`src/rtl/lsu_pkg.sv`:
```
// Shared types and helpers for the load/store unit: funct3 encodings, FSM states,
// byte-lane strobe constants and request legality checks.
package lsu_pkg;

  typedef enum logic [2:0] {
    LB  = 3'd0,
    LH  = 3'd1,
    LW  = 3'd2,
    LBU = 3'd4,
    LHU = 3'd5
  } load_f3_e;

  typedef enum logic [2:0] {
    SB = 3'd0,
    SH = 3'd1,
    SW = 3'd2
  } store_f3_e;

  typedef enum logic [2:0] {
    IDLE,
    ISSUE_RD,
    WAIT_RD,
    ISSUE_WR,
    FAULT,
    RSP
  } state_e;

  localparam logic [3:0] BYTE_STRB = 4'b0001;
  localparam logic [3:0] HALF_STRB = 4'b0011;
  localparam logic [3:0] WORD_STRB = 4'b1111;

  // Loads reserve 3/6/7; stores only define 0..2.
  function automatic logic f3_illegal(input logic we, input logic [2:0] f3);
    if (we) return f3 > 3'd2;
    else    return (f3 == 3'd3) || (f3[2:1] == 2'b11);
  endfunction

  function automatic logic addr_misaligned(input logic [2:0] f3, input logic [1:0] off);
    return ((f3[1:0] == 2'b01) && off[0]) || ((f3[1:0] == 2'b10) && (off != 2'b00));
  endfunction

endpackage

```
`src/rtl/lsu_load_align.sv`:
```
// Load data extraction: shifts the addressed byte/halfword down to bit 0 and
// sign- or zero-extends it according to funct3.
module lsu_load_align
  import lsu_pkg::*;
(
  input  logic [31:0] word,
  input  logic [1:0]  offset,
  input  logic [2:0]  funct3,
  output logic [31:0] result
);

  logic [31:0] shifted;

  always_comb begin
    shifted = word >> {offset, 3'b000};
    result  = '0;
    case (funct3)
      LB:      result = {{24{shifted[7]}}, shifted[7:0]};
      LH:      result = {{16{shifted[15]}}, shifted[15:0]};
      LW:      result = shifted;
      LBU:     result = {24'h0, shifted[7:0]};
      LHU:     result = {16'h0, shifted[15:0]};
      default: result = '0;
    endcase
  end

endmodule

```
`src/rtl/lsu.sv`:
```
// Load/store unit: one outstanding request, registered RAM strobes and a
// single-cycle response pulse. Optional perf counters under LSU_PERF_EN.
module lsu
  import lsu_pkg::*;
#(
  parameter int AddrBusWidth = 32,
  parameter int DataBusWidth = 32  // only 32 (four byte lanes) is supported
) (
  input  logic                    clk,
  input  logic                    rst,
  input  logic                    req_valid,
  output logic                    req_ready,
  input  logic                    req_we,
  input  logic [AddrBusWidth-1:0] req_addr,
  input  logic [DataBusWidth-1:0] req_wdata,
  input  logic [2:0]              req_funct3,
  output logic                    rsp_valid,
  output logic [DataBusWidth-1:0] rsp_rdata,
  output logic                    rsp_misaligned,
  output logic                    rsp_illegal,
  output logic                    mem_re,
  output logic [AddrBusWidth-1:0] mem_r_addr,
  output logic                    mem_we,
  output logic [AddrBusWidth-1:0] mem_w_addr,
  output logic [DataBusWidth-1:0] mem_w_data,
  output logic [DataBusWidth-1:0] mem_w_size,
  input  logic [DataBusWidth-1:0] mem_r_data
`ifdef LSU_PERF_EN
  ,
  output logic [31:0]             perf_loads,
  output logic [31:0]             perf_stores,
  output logic [31:0]             perf_faults
`endif
);

  state_e                  state, n_state;
  logic [1:0]              off_q, n_off;
  logic [2:0]              f3_q, n_f3;
  logic                    n_mem_re, n_mem_we, n_rsp_valid, n_mis, n_ill;
  logic                    ill, mis;
  logic [AddrBusWidth-1:0] n_r_addr, n_w_addr;
  logic [DataBusWidth-1:0] n_w_data, n_w_size, n_rsp_rdata;
  logic [31:0]             load_data;

  // In reset the state register is IDLE, so rst gates ready low explicitly.
  assign req_ready = rst && (state == IDLE);

  lsu_load_align u_align (
    .word   (mem_r_data),
    .offset (off_q),
    .funct3 (f3_q),
    .result (load_data)
  );

  always_comb begin
    // NOTE: every signal assigned below gets a default first, so no path leaves a value held (no latches).
    n_state     = state;
    n_off       = off_q;
    n_f3        = f3_q;
    n_mem_re    = 1'b0;
    n_mem_we    = 1'b0;
    n_r_addr    = '0;
    n_w_addr    = '0;
    n_w_data    = '0;
    n_w_size    = '0;
    n_rsp_valid = 1'b0;
    n_rsp_rdata = '0;
    n_mis       = 1'b0;
    n_ill       = 1'b0;
    ill         = f3_illegal(req_we, req_funct3);
    mis         = !ill && addr_misaligned(req_funct3, req_addr[1:0]);

    case (state)
      IDLE: if (req_valid) begin
        n_off = req_addr[1:0];
        n_f3  = req_funct3;
        if (ill || mis) begin
          n_state     = FAULT;
          n_rsp_valid = 1'b1;
          n_ill       = ill;
          n_mis       = mis;
        end else if (req_we) begin
          n_state  = ISSUE_WR;
          n_mem_we = 1'b1;
          n_w_addr = req_addr >> 2;
          case (req_funct3)
            SB: begin
              n_w_size[3:0] = BYTE_STRB << req_addr[1:0];
              n_w_data      = {{(DataBusWidth-8){1'b0}}, req_wdata[7:0]} << {req_addr[1:0], 3'b000};
            end
            SH: begin
              n_w_size[3:0] = HALF_STRB << req_addr[1:0];
              n_w_data      = {{(DataBusWidth-16){1'b0}}, req_wdata[15:0]} << {req_addr[1:0], 3'b000};
            end
            default: begin
              n_w_size[3:0] = WORD_STRB;
              n_w_data      = req_wdata;
            end
          endcase
        end else begin
          n_state  = ISSUE_RD;
          n_mem_re = 1'b1;
          n_r_addr = {req_addr[AddrBusWidth-1:2], 2'b00};
        end
      end
      ISSUE_RD: n_state = WAIT_RD;
      WAIT_RD: begin
        n_state     = RSP;
        n_rsp_valid = 1'b1;
        n_rsp_rdata = load_data;
      end
      ISSUE_WR: begin
        n_state     = RSP;
        n_rsp_valid = 1'b1;
      end
      default: n_state = IDLE;  // FAULT and RSP both hold the response for one cycle
    endcase
  end

  always_ff @(posedge clk or negedge rst) begin
    if (!rst) begin
      state          <= IDLE;
      off_q          <= '0;
      f3_q           <= '0;
      mem_re         <= 1'b0;
      mem_we         <= 1'b0;
      mem_r_addr     <= '0;
      mem_w_addr     <= '0;
      mem_w_data     <= '0;
      mem_w_size     <= '0;
      rsp_valid      <= 1'b0;
      rsp_rdata      <= '0;
      rsp_misaligned <= 1'b0;
      rsp_illegal    <= 1'b0;
    end else begin
      // NOTE: non-blocking assignments so every register samples pre-edge values.
      state          <= n_state;
      off_q          <= n_off;
      f3_q           <= n_f3;
      mem_re         <= n_mem_re;
      mem_we         <= n_mem_we;
      mem_r_addr     <= n_r_addr;
      mem_w_addr     <= n_w_addr;
      mem_w_data     <= n_w_data;
      mem_w_size     <= n_w_size;
      rsp_valid      <= n_rsp_valid;
      rsp_rdata      <= n_rsp_rdata;
      rsp_misaligned <= n_mis;
      rsp_illegal    <= n_ill;
    end
  end

`ifdef LSU_PERF_EN
  logic we_q;

  always_ff @(posedge clk or negedge rst) begin
    if (!rst) begin
      we_q        <= 1'b0;
      perf_loads  <= '0;
      perf_stores <= '0;
      perf_faults <= '0;
    end else begin
      if (state == IDLE && req_valid) we_q <= req_we;
      if (rsp_valid) begin
        if (rsp_misaligned || rsp_illegal) perf_faults <= perf_faults + 32'd1;
        else if (we_q)                     perf_stores <= perf_stores + 32'd1;
        else                               perf_loads  <= perf_loads + 32'd1;
      end
    end
  end
`endif

endmodule

```
`config.mk`:
```
export PLATFORM = sky130hd
export DESIGN_NAME = lsu
export DESIGN_NICKNAME = d
export VERILOG_FILES = /design/src/rtl/lsu_pkg.sv /design/src/rtl/lsu_load_align.sv /design/src/rtl/lsu.sv
export SDC_FILE = /design/constraint.sdc
export NUM_CORES = 1
export LEC_CHECK = 0
export ABC_AREA = 1
export CORE_ASPECT_RATIO = 0.75
export CORE_MARGIN = 4
export CORE_UTILIZATION = 42
export CTS_CLUSTER_DIAMETER = 120
export DETAILED_ROUTE_END_ITERATION = 7
export PLACE_DENSITY = 0.83
export SETUP_SLACK_MARGIN = 0.2
export SYNTH_ARGS = -nofsm -noshare
export SYNTH_HDL_FRONTEND = slang
export SYNTH_HIERARCHICAL = 1
export SYNTH_SLANG_ARGS = --single-unit
export TNS_END_PERCENT = 10
```
`constraint.sdc`:
```
create_clock -name clk -period 1.46 [get_ports clk]
set_input_delay 0.292 -clock clk [delete_from_list [all_inputs] [get_ports clk]]
set_output_delay 0.292 -clock clk [all_outputs]
set_load 0.1 [all_outputs]
```
## After elaboration in Yosys (flattened, before gate mapping)

Index checks and enable logic that the tools add are counted.

| word-level totals | value |
|---|---|
| bits in registers | 145 |
| output and inout port bits | 166 |
| input port bits | 103 |

| cells by class | value |
|---|---|
| eq/ne operators | 13 |
| reductions and logical operators | 14 |
| multiplexer cells | 42 |
| shift operators | 5 |
| order comparisons | 1 |

Operator list:

| cell | number |
|---|---|
| 32-bit 2-to-1 mux | 9 |
| 32-bit case mux with 5 select lines | 1 |
| 30-bit 2-to-1 mux | 4 |
| 32-bit case mux with 2 select lines | 1 |
| 16-bit by 5-bit left shift with 32-bit output | 1 |
| 8-bit by 5-bit left shift with 32-bit output | 1 |
| 32-bit by 5-bit >> shifter with 32-bit output | 1 |
| 1-bit 2-to-1 mux | 17 |
| 4-bit 2-to-1 mux | 4 |
| 3-bit by 2-bit equality test with 1-bit output (second input constant) | 4 |
| 3-bit by 1-bit equality test with 1-bit output (second input constant) | 3 |
| 3-bit zero test | 3 |
| 3-bit case mux with 3 select lines | 1 |
| 4-bit case mux with 2 select lines | 1 |
| 3-bit equality test (second input constant) | 2 |
| 3-bit 2-to-1 mux | 2 |
| 2-bit equality test (second input constant) | 2 |
| 1-bit logical AND | 4 |
| 1-bit by 2-bit left shift with 4-bit output (first input constant) | 1 |
| 2-bit by 2-bit left shift with 4-bit output (first input constant) | 1 |
| 3-bit by 2-bit greater-than comparator with 1-bit output (second input constant) | 1 |
| 1-bit logical OR | 3 |
| 2-bit by 1-bit equality test with 1-bit output (second input constant) | 1 |
| 2-bit 2-to-1 mux | 1 |
| other kinds (6) | 6 |

## Depth between registers and ports, before layout

Gate-level depths: netlist of run 1.

| logic depth | value |
|---|---|
| depth in word-level cells | 9 |
| depth in mapped cells | 10 |
| mapped depth without buffers | 8 |

## Cells and area by module

Netlist of run 1, hierarchy kept.

By module, submodules not included:

| module | cells an instance | instances | area each (µm²) | seq. area each (µm²) |
|---|---|---|---|---|
| lsu | 594 | 1 | 5569.1 | 3528.4 |
| lsu_load_align | 192 | 1 | 1004.7 | 0.0 |

## Worst setup path after synthesis of run 1

No wires, ideal clock.

| timing path | value |
|---|---|
| path type | flip-flop to output port |
| start | register state[2] |
| end | output port req_ready |
| arrival | 1.860 ns |
| path slack | -0.692 ns |
| required time | 1.168 ns |
| cell stages (with the launch flop) | 4 |
| path through | dfrtp_1 -> nor2_1 -> nand2_1 -> nor2_1 |

| between the ends | value |
|---|---|
| cells in the longest elaborated chain, start to end | 2 |

Ends and longest elaborated chain:

| element | RTL line | text |
|---|---|---|
| from (decl) | lsu.sv:36 | `state_e state, n_state;` |
| from (signal assigned) | lsu.sv:137 | `state <= n_state;` |
| 3-bit zero test | lsu.sv:46 | `assign req_ready = rst && (state == IDLE);` |
| 1-bit logical AND | lsu.sv:46 |  |
| to (decl) | lsu.sv:12 | `output logic req_ready,` |

No other way between the ends.

## Worst setup path after layout of run 1

Ends and elaborated chain as after synthesis.

==> flow_metrics.env, run 1 <==
export IMPL_run_status="finished with violations"
export IMPL_failed_checks="negative hold slack, negative setup slack"
export IMPL_row_count=39
export IMPL_postSynthCellCount=786
export IMPL_gpl_final_weighted_congestion=0.928
export IMPL_worstSetupEndpointType="output pin"
export IMPL_globalRouteTotalUtil=0.277
export IMPL_tightestPinTransition_ns=0.739
export IMPL_mostFrequentLayoutCell="nand2_1"
export IMPL_timing_clock_skew_ns=0.0130
export IMPL_number_of_nets_still_failing_antenna_checks_after_routing=0
export IMPL_drv_slew=0
export IMPL_cts_tree="done"
export IMPL_final_core_util=0.823
export IMPL_vdd_ir_drop_max_mv=1.11
export IMPL_hold_path_class="input port to async pin"
export IMPL_avgSynthCellArea_um2=8.36
export IMPL_slew_headroom=0.508
export IMPL_area_growth_synth_to_final_pct=91.3
export IMPL_critical_path_cell_by_cell="nor2_2 > nand2_2 > buf_6 > nor2_4 > buf_12"
export IMPL_residual_drc=0
export IMPL_grt_setup_unrepaired="yes"
export IMPL_ff2ff_setup_slack_ns=-0.28
export IMPL_num_vias=6792
export IMPL_floorplan_die_width_um=152
export IMPL_ys_seq_elements=141
export IMPL_most_frequent_cells_in_the_layout="nand2_1 (153), buf_12 (148), dfrtp_1 (137), clkdlybuf4s50_1 (97), inv_1 (91)"
export IMPL_antenna_found_initial=3
export IMPL_critPathMaxStageDelay_ns=0.40
export IMPL_drt_pass_1_iters=5
export IMPL_fin_nets=1190
export IMPL_dieArea_um2=17700
export IMPL_cts_max_level=4
export IMPL_first_global_vias=6938
export IMPL_regToRegStartpoint="state[2]"
export IMPL_hold_violations=3
export IMPL_synth_warnings=6
export IMPL_register_clock_pin_slew_on_the_reported_worst_setup_and_hold_paths_ns=0.07
export IMPL_timing_setup_critical_path_class="register to output pin"
export IMPL_ctsHoldBuffers=0
export IMPL_cts_max_path_buffers=2
export IMPL_critPathArrivalTime_ns=1.46
export IMPL_fp_dieH_um=116
export IMPL_fin_worst_hold_slack_ns=-0.00680
export IMPL_total_power_per_unit_cell_area_nw_per_um2=1580
export IMPL_worstSkewPairLatency_ns=0.43
export IMPL_cts_inserted_buffers=17
export IMPL_drtIter0Drc=574
export IMPL_critical_path_startpoint_type="register"
export IMPL_finalWirelength_um=26800
export IMPL_dp_wirelength_um=15700
export IMPL_synthDistinctLibCells=30
export IMPL_yosysSeqAreaShare=0.537
export IMPL_min_period_over_period=1.20
export IMPL_max_cap_viol_count=0
export IMPL_core_area_um2=15300
export IMPL_grt_first_pass_wirelength_um=38200
export IMPL_cp_required_ns=1.17
export IMPL_syn_area_um2=6570
export IMPL_cts_num_sinks=141
export IMPL_grt_overflow_total=0
export IMPL_post_dp_cell_area_um2=10700
export IMPL_largest_net_degree_at_the_start_of_global_routing=142
export IMPL_fin_area_um2=12600
export IMPL_family_with_the_most_delay_on_the_worst_path="flip-flops"
export IMPL_io_pins=269
export IMPL_crit_slowest_cell="dfrtp_1"
export IMPL_drive_gt1_frac=0.412
export IMPL_numPortBuffers=236
export IMPL_cp_max_fo=2
export IMPL_leakage_nw=6.27
export IMPL_regToRegEndpoint="mem_w_addr[29]"
export IMPL_cts_root_buf="clkbuf_16"
export IMPL_cp_buffers_inverters=2
export IMPL_final_setup_worst_slack_ns=-0.289
export IMPL_clock_fmax_mhz=572
export IMPL_final_period_minus_worst_setup_slack_ns=1.75
export IMPL_worst_r2r_path_depth=8
export IMPL_fillerInstances=736
export IMPL_detail_route_wl_per_cell_um=20.5
export IMPL_initial_core_util=0.430
export IMPL_detail_route_vias_per_cell=5.20
export IMPL_setup_violations_final=114
==> sequential cells by signal (all words and copies together) (netlist names) <==
name and cells:
mem_w_data 32, rsp_rdata 32, mem_r_addr 30, mem_w_addr 30
mem_w_size 4, f3_q 3, state 3, off_q 2
mem_re 1, mem_we 1, rsp_illegal 1, rsp_misaligned 1
rsp_valid 1
==> cell type report <==
cell class                      instances  area [µm²]  share of cell area
Timing Repair Buffer                  319        4730               0.376
Clock inverter                         13         131              0.0104
Sequential cell                       141        3530               0.281
Clock buffer                           19         443              0.0352
Antenna cell                            2        5.00            0.000398
Inverter                              110         423              0.0336
Tap cell                              205         256              0.0204
Multi-Input combinational cell        498        3050               0.243
==> cell usage after synthesis <==
| cell | instances | share of area |
|---|---|---|
| buf_2 | 10 | 0.0076 |
| a21oi_1 | 18 | 0.014 |
| nand2_2 | 4 | 0.0038 |
| nand2_1 | 190 | 0.11 |
| nor2_2 | 6 | 0.0057 |
| a21boi_0 | 1 | 0.0011 |
| a21oi_2 | 11 | 0.015 |
| nor3_2 | 2 | 0.0030 |
| inv_2 | 3 | 0.0017 |
| nand3_1 | 35 | 0.027 |
| buf_8 | 1 | 0.0023 |
| nand4_2 | 1 | 0.0019 |
| conb_1 | 1 | 0.00057 |
| nor4_1 | 1 | 0.00095 |
| and3_1 | 1 | 0.00095 |
| nand4_1 | 25 | 0.024 |
| dfrtp_1 | 141 | 0.54 |
| nand2_4 | 1 | 0.0017 |
| inv_1 | 105 | 0.060 |
| nor3_1 | 5 | 0.0038 |
| o21ai_1 | 2 | 0.0015 |
| nand3_2 | 12 | 0.018 |
| inv_4 | 2 | 0.0019 |
| buf_4 | 40 | 0.046 |
| buf_6 | 8 | 0.014 |
| nand3_4 | 2 | 0.0053 |
| nor2_1 | 134 | 0.077 |
| clkbuf_1 | 12 | 0.0069 |
| nor2_4 | 2 | 0.0034 |
| o21ai_0 | 10 | 0.0076 |
==> kinds of logic after synthesis <==
logic type	count (synthesis)	share of synthesized area
DFF	141	0.537
AOI/OAI and AO/OA	42	0.0386
other	1	0.000570
and+or+nand+nor	421	0.284
buffers and inverters	181	0.140
==> stage by stage <==
step / hold WS, ns / TNS (ns) / worst slack (ns) / cells / total power [mW]
detailed placement: 0.510 / -43.78 / -0.510 / 1239 / 12.8
CTS: 0.0574 / -2.05 / -0.251 / 1294 / 18.8
finish: -0.00680 / -12.72 / -0.289 / 1307 / 19.9
global route: 0.0592 / -18.81 / -0.330 / 1307 / 20.7
global placement: 0.508 / -32.66 / -0.356 / 1239 / 12.7
floorplan: -0.00359 / 0 / 0.0748 / 817 / 10.1
==> per-layer routing <==
layer  vias up  GRT usage  wire (µm)
met5         -          0         11
met4         2      0.116       1420
met3       127     0.0967       2720
met2       471      0.486      13500
met1      3245      0.315       9120
li1       2947          -          -
==> worst register-to-register path: stages, from the launching register on <==
cell and delay (ns):
dfrtp_1 0.40, nor2_2 0.15, nand2_2 0.08, buf_4 0.15, nor2_4 0.21, nand3_4 0.18, buf_6 0.18, buf_16 0.16
nor2_1 0.16
==> worst max path at each step <==
stage | startpoint | to | slack, ns | depth (start not counted)
4_1_cts | state[1] | req_ready | -0.25 | 5
5_1_grt | state[2] | mem_w_addr[29] | -0.33 | 8
3_5_place_dp | req_funct3[1] | mem_w_data[24] | -0.51 | 9
2_1_floorplan | state[2] | req_ready | 0.07 | 3
3_3_place_gp | req_funct3[1] | mem_w_data[11] | -0.36 | 8
6_report | state[2] | req_ready | -0.29 | 5
==> power by group <==
group	leakage (nW)	internal, mW	switching [mW]
sequential	1.94	4.31	0.420
combinational	4.05	4.09	6.84
clock	0.282	2.43	1.82
total	6.27	10.8	9.08
==> timing repair <==
| item | CTS | global route |
|---|---|---|
| setup endpoints to repair | 272 | 275 |
| resized for setup | 172 | 86 |
| buffers inserted | 15 | 8 |
| cloned | 8 | 3 |
| pin swaps | 99 | 32 |
| hold endpoints to repair | 0 | 0 |
No activity file was read; power rests on OpenSTA's default activity.
==> run 2, diff against run 1 <==
CORE_UTILIZATION = 43   (was 42)
PLACE_DENSITY = 0.85   (was 0.83)
SKIP_CTS_REPAIR_TIMING = 1   (was not set)
SYNTH_HIERARCHICAL = not set   (was 1)
==> flow_metrics.env, run 2 <==
export IMPL_run_status="finished with violations"
export IMPL_failed_checks="negative hold slack, negative setup slack"
export IMPL_synth_enable_flop_cells=0
export IMPL_core_area_um2=13900
export IMPL_max_cap_viol_count=0
export IMPL_synth_top_cells_by_count="nand2_1 (222), dfrtp_1 (141), nor2_1 (89)"
export IMPL_drtIter0Drc=697
export IMPL_netlist_top_cell_by_area="dfrtp_1"
export IMPL_detail_route_wl_per_cell_um=17.7
export IMPL_fin_worst_hold_slack_ns=-0.0379
export IMPL_critical_path_cell_by_cell="nor2_2 > nand2_2 > buf_6 > nor2_4 > buf_12"
export IMPL_leakage_nw=5.81
export IMPL_num_vias=5991
export IMPL_most_frequent_cells_in_the_layout="nand2_1 (215), dfrtp_1 (140), buf_12 (140), clkdlybuf4s50_1 (98), nor2_1 (82)"
export IMPL_cts_max_path_buffers=2
export IMPL_globalRouteTotalUtil=0.258
export IMPL_final_seq_area_um2=3530
export IMPL_initial_core_util=0.447
export IMPL_final_core_util=0.803
export IMPL_regToRegStartpoint="state[2]"
export IMPL_grt_first_pass_wirelength_um=33100
export IMPL_synth_warnings=0
export IMPL_netlist_area_leader_share=0.566
export IMPL_io_pins=269
export IMPL_drt_pass_1_iters=5
export IMPL_most_repeated_cell_in_the_gate_level_netlist_after_synthesis="nand2_1"
export IMPL_avgSynthCellArea_um2=8.35
export IMPL_timing_clock_skew_ns=0.0123
export IMPL_cp_max_fo=2
export IMPL_numPortBuffers=236
export IMPL_cp_required_ns=1.17
export IMPL_worstSetupEndpointType="output pin"
export IMPL_critPathArrivalTime_ns=1.52
export IMPL_syn_area_um2=6230
export IMPL_slew_headroom=0.497
export IMPL_hold_violations=28
export IMPL_cts_tree="done"
export IMPL_clock_fmax_mhz=553
export IMPL_cts_inserted_buffers=17
export IMPL_synthMuxAreaShare=0
export IMPL_reg_largest_list="mem_w_data: 32 flops, rsp_rdata: 32 flops"
export IMPL_number_of_nets_still_failing_antenna_checks_after_routing=0
export IMPL_synthDistinctLibCells=24
export IMPL_synthSimpleGateAreaFrac=0.275
export IMPL_largest_net_degree_at_the_start_of_global_routing=142
export IMPL_timing_setup_critical_path_class="register to output pin"
export IMPL_drive_gt1_frac=0.274
export IMPL_critPathMaxStageDelay_ns=0.39
export IMPL_fillerInstances=800
export IMPL_dominant_combinational_cell_family_by_area_after_synthesis="simple AND/OR/NAND/NOR gates"
export IMPL_residual_drc=0
export IMPL_postSynthCellCount=746
export IMPL_min_period_over_period=1.24
export IMPL_register_clock_pin_slew_on_the_reported_worst_setup_and_hold_paths_ns=0.07
export IMPL_crit_slowest_cell="dfrtp_1"
export IMPL_grt_overflow_total=0
export IMPL_synth_adder_area_share=0
export IMPL_multi_input_area_um2=2220
export IMPL_cts_num_sinks=141
export IMPL_dieArea_um2=16500
export IMPL_worstSkewPairLatency_ns=0.42
export IMPL_critical_path_startpoint_type="register"
export IMPL_yosys_area_share_xor_xnor=0
export IMPL_fin_nets=1121
export IMPL_yosysSeqAreaShare=0.566
export IMPL_setup_violations_final=47
export IMPL_finalWirelength_um=21700
export IMPL_floorplan_die_width_um=147
export IMPL_synth_top_cells_by_area="dfrtp_1 (57%), nand2_1 (13%), nor2_1 (5.4%)"
export IMPL_final_period_minus_worst_setup_slack_ns=1.81
export IMPL_drv_slew=0
export IMPL_ff2ff_setup_slack_ns=-0.09
export IMPL_final_setup_worst_slack_ns=-0.348
export IMPL_synth_ff_type="dfrtp_1"
export IMPL_antenna_found_initial=0
export IMPL_detail_route_vias_per_cell=4.88
export IMPL_total_power_per_unit_cell_area_nw_per_um2=1480
export IMPL_cts_max_level=4
export IMPL_dp_wirelength_um=16200
export IMPL_area_growth_synth_to_final_pct=79.5
export IMPL_first_global_vias=5806
export IMPL_pre_cts_slack_ns=-0.553
export IMPL_synth_compound_area_frac=0.0372
export IMPL_ys_seq_elements=141
export IMPL_worst_r2r_path_depth=9
export IMPL_cts_root_buf="clkbuf_16"
export IMPL_grt_setup_unrepaired="yes"
export IMPL_tightestPinTransition_ns=0.755
export IMPL_gpl_final_weighted_congestion=0.941
export IMPL_hold_path_class="input port to async pin"
export IMPL_regToRegEndpoint="mem_w_data[25]"
export IMPL_vdd_ir_drop_max_mv=0.953
export IMPL_mostFrequentLayoutCell="nand2_1"
export IMPL_fp_dieH_um=112
export IMPL_row_count=37
export IMPL_synthArstFlopShare=1.00
run 2: cell types whose count changed in the layout (fill, tap and decap cells not counted), moves of 11 or more:
cell / delta
nor2_2: -29
nand3_2: -24
nor2_1: +11
nand2_4: -26
nand3_1: +19
nor2_4: -22
a21oi_2: -12
nand2_1: +62
inv_1: -11
run 2: power by group:
| part | total [mW] | internal [mW] | leakage [nW] | switching, mW |
|---|---|---|---|---|
| registers | 4.63 | 4.28 | 1.95 | 0.352 |
| clock network | 4.50 | 2.64 | 0.293 | 1.86 |
| logic | 7.48 | 2.57 | 3.57 | 4.90 |
run 2: cell families (layout without fill, tap and decap cells):
| logic type | count (synthesis) | after routing |
|---|---|---|
| compound gates | 44 | 44 |
| buf+inv | 157 | 410 |
| flops | 141 | 141 |
| other cells | 1 | 34 |
| simple gates | 403 | 404 |
run 2: how the worst max path moves through the flow:
stage | depth (start not counted) | from | endpoint | slack, ns
final | 5 | state[2] | req_ready | -0.35
after global routing | 5 | state[1] | req_ready | -0.39
after CTS | 5 | state[1] | req_ready | -0.40
after detailed placement | 8 | req_funct3[1] | mem_w_data[0] | -0.55
after global placement | 7 | req_valid | rsp_illegal | -0.46
after floorplan | 3 | state[1] | req_ready | 0.07
run 2: area by class of cell:
class / instances / area share
antenna: 2 / 0.000448
clock buffer: 18 / 0.0393
clock inverter: 14 / 0.0158
inverter: 90 / 0.0308
multi-input combinational: 480 / 0.198
sequential: 141 / 0.316
tap: 195 / 0.0218
timing repair buffer: 288 / 0.378
run 2: worst max-delay path: cells and delay by family, from the launching register on:
family	cells	cell delay (ns)
buffers and inverters	2	0.32
DFF	1	0.39
and+or+nand+nor	3	0.39
run 2: through the flow:
step                total power, mW  TNS (ns)  hold WS [ns]  area (µm²)  instances
floorplan                      8.90         0      -0.00359        6370        777
global placement               11.6    -37.32         0.463       10400       1193
detailed placement             11.7    -44.39         0.471       10400       1193
CTS                            16.2     -3.73        0.0226       11000       1225
global route                   17.3     -6.46        0.0363       11200       1226
finish                         16.6     -1.87       -0.0379       11200       1228
run 2: per-layer routing:
metal  GRT usage  vias up  wire length (µm)
met5           0        -                 0
met4      0.0497        0               265
met3      0.0795       34              2150
met2       0.421      348             10400
met1       0.345     2837              8900
li1            -     2772                 -
==> run 3, diff against run 2 <==
CORE_MARGIN = 2   (was 4)
==> flow_metrics.env, run 3 (synthesis gave the netlist of run 2 again) <==
export IMPL_first_global_vias=5673
export IMPL_min_period_over_period=1.24
export IMPL_most_frequent_cells_in_the_layout="nand2_1 (219), buf_12 (143), dfrtp_1 (141), clkdlybuf4s50_1 (98), nor2_1 (85)"
export IMPL_gr_usage_met2=0.423
export IMPL_drt_pass_1_iters=5
export IMPL_critPathMaxStageDelay_ns=0.39
export IMPL_leakage_nw=5.77
export IMPL_fin_worst_hold_slack_ns=-0.0596
export IMPL_largest_net_degree_at_the_start_of_global_routing=142
export IMPL_setup_violations_final=89
export IMPL_cts_num_sinks=141
export IMPL_fp_dieH_um=108
export IMPL_worstSetupEndpointType="output pin"
export IMPL_hold_violations=31
export IMPL_cts_max_path_buffers=2
export IMPL_hold_path_class="input port to async pin"
export IMPL_floorplan_die_width_um=143
export IMPL_reg_largest_list="mem_w_data: 32 flops, rsp_rdata: 32 flops"
export IMPL_drive_gt1_frac=0.260
export IMPL_initial_core_util=0.435
export IMPL_critical_path_cell_by_cell="nor2_2 > nand2_2 > buf_6 > nor2_4 > buf_12"
export IMPL_dp_wirelength_um=15200
export IMPL_cts_inserted_buffers=17
export IMPL_gpl_final_weighted_congestion=0.970
export IMPL_timing_clock_skew_ns=0.00867
export IMPL_critical_path_startpoint_type="register"
export IMPL_fin_nets=1120
export IMPL_drtIter0Drc=516
export IMPL_grt_overflow_total=0
export IMPL_tightestPinTransition_ns=0.784
export IMPL_core_area_um2=14300
export IMPL_final_period_minus_worst_setup_slack_ns=1.80
export IMPL_multi_input_area_um2=2140
export IMPL_cts_tree="done"
export IMPL_cts_root_buf="clkbuf_16"
export IMPL_total_power_mw=16.0
export IMPL_critPathArrivalTime_ns=1.51
export IMPL_run_status="finished with violations"
export IMPL_cp_max_fo=2
export IMPL_crit_slowest_cell="dfrtp_1"
export IMPL_gr_max_usage_layer="met2"
export IMPL_area_growth_synth_to_final_pct=77.4
export IMPL_numPortBuffers=236
export IMPL_mostFrequentLayoutCell="nand2_1"
export IMPL_detail_route_wl_per_cell_um=16.1
export IMPL_slew_headroom=0.477
export IMPL_final_setup_worst_slack_ns=-0.343
export IMPL_drv_slew=0
export IMPL_max_cap_viol_count=0
export IMPL_finalWirelength_um=19900
export IMPL_num_vias=5846
export IMPL_grt_setup_unrepaired="yes"
export IMPL_grt_met3_usage=0.0735
export IMPL_total_power_per_unit_cell_area_nw_per_um2=1450
export IMPL_vdd_ir_drop_max_mv=0.983
export IMPL_globalRouteTotalUtil=0.263
export IMPL_worstSkewPairLatency_ns=0.41
export IMPL_register_clock_pin_slew_on_the_reported_worst_setup_and_hold_paths_ns=0.06
export IMPL_detail_route_vias_per_cell=4.75
export IMPL_final_seq_area_um2=3530
export IMPL_grt_met1_usage=0.350
export IMPL_dieArea_um2=15500
export IMPL_io_pins=269
export IMPL_residual_drc=0
export IMPL_cp_required_ns=1.17
export IMPL_clock_fmax_mhz=554
export IMPL_cp_buffers_inverters=2
export IMPL_failed_checks="negative hold slack, negative setup slack"
export IMPL_fillerInstances=909
export IMPL_number_of_nets_still_failing_antenna_checks_after_routing=0
export IMPL_cts_max_level=4
export IMPL_antenna_found_initial=1
export IMPL_row_count=38
export IMPL_family_with_the_most_delay_on_the_worst_path="flip-flops"
export IMPL_timing_setup_critical_path_class="register to output pin"
export IMPL_grt_first_pass_wirelength_um=30700
[run 3: stage by stage]
step                std cells  utilization  TNS (ns)  instance area (µm²)  setup slack, ns
finish                   1231        0.772     -8.17                11100           -0.343
global route             1230        0.772    -21.49                11000           -0.429
CTS                      1228        0.766     -7.48                11000           -0.357
detailed placement       1196        0.726    -41.25                10400           -0.452
global placement         1196        0.726    -36.08                10400           -0.377
floorplan                 777            -         0                 6370           0.0722
[run 3: layout make-up]
class / count / area share
inverters: 90 / 0.0306
flip-flops and latches: 141 / 0.319
multi-input cells: 479 / 0.194
well taps: 200 / 0.0226
diodes: 1 / 0.000226
clock buffers: 17 / 0.0385
repair buffers: 288 / 0.382
clock inverters: 15 / 0.0127
[run 3: power breakdown]
part | internal, mW | switching (mW)
sequential | 4.28 | 0.354
clock | 2.27 | 1.86
combinational | 2.48 | 4.73
total | 9.03 | 6.95
[run 3: final timing paths]
path / startpoint / end / slack (ns) / cells after the start
worst max-delay path: state[2] / req_ready / -0.34 / 5
worst min-delay path: rst / rsp_rdata[16] / -0.06 / 2
worst max register to register: state[2] / mem_w_data[0] / -0.19 / 6
worst min register to register: f3_q[2] / f3_q[2] / 0.59 / 2
max in group asynchronous: rst / rsp_rdata[8] / 0.89 / 2
min in group clk: req_funct3[0] / f3_q[0] / 0.27 / 3
[run 3: metal layers]
| layer | wire [µm] | vias to the layer above | part of all wire |
|---|---|---|---|
| met2 | 9510 | 292 | 0.48 |
| met3 | 1740 | 24 | 0.088 |
| met5 | 0 | - | 0 |
| met1 | 8250 | 2755 | 0.42 |
| li1 | - | 2775 | - |
| met4 | 352 | 0 | 0.018 |
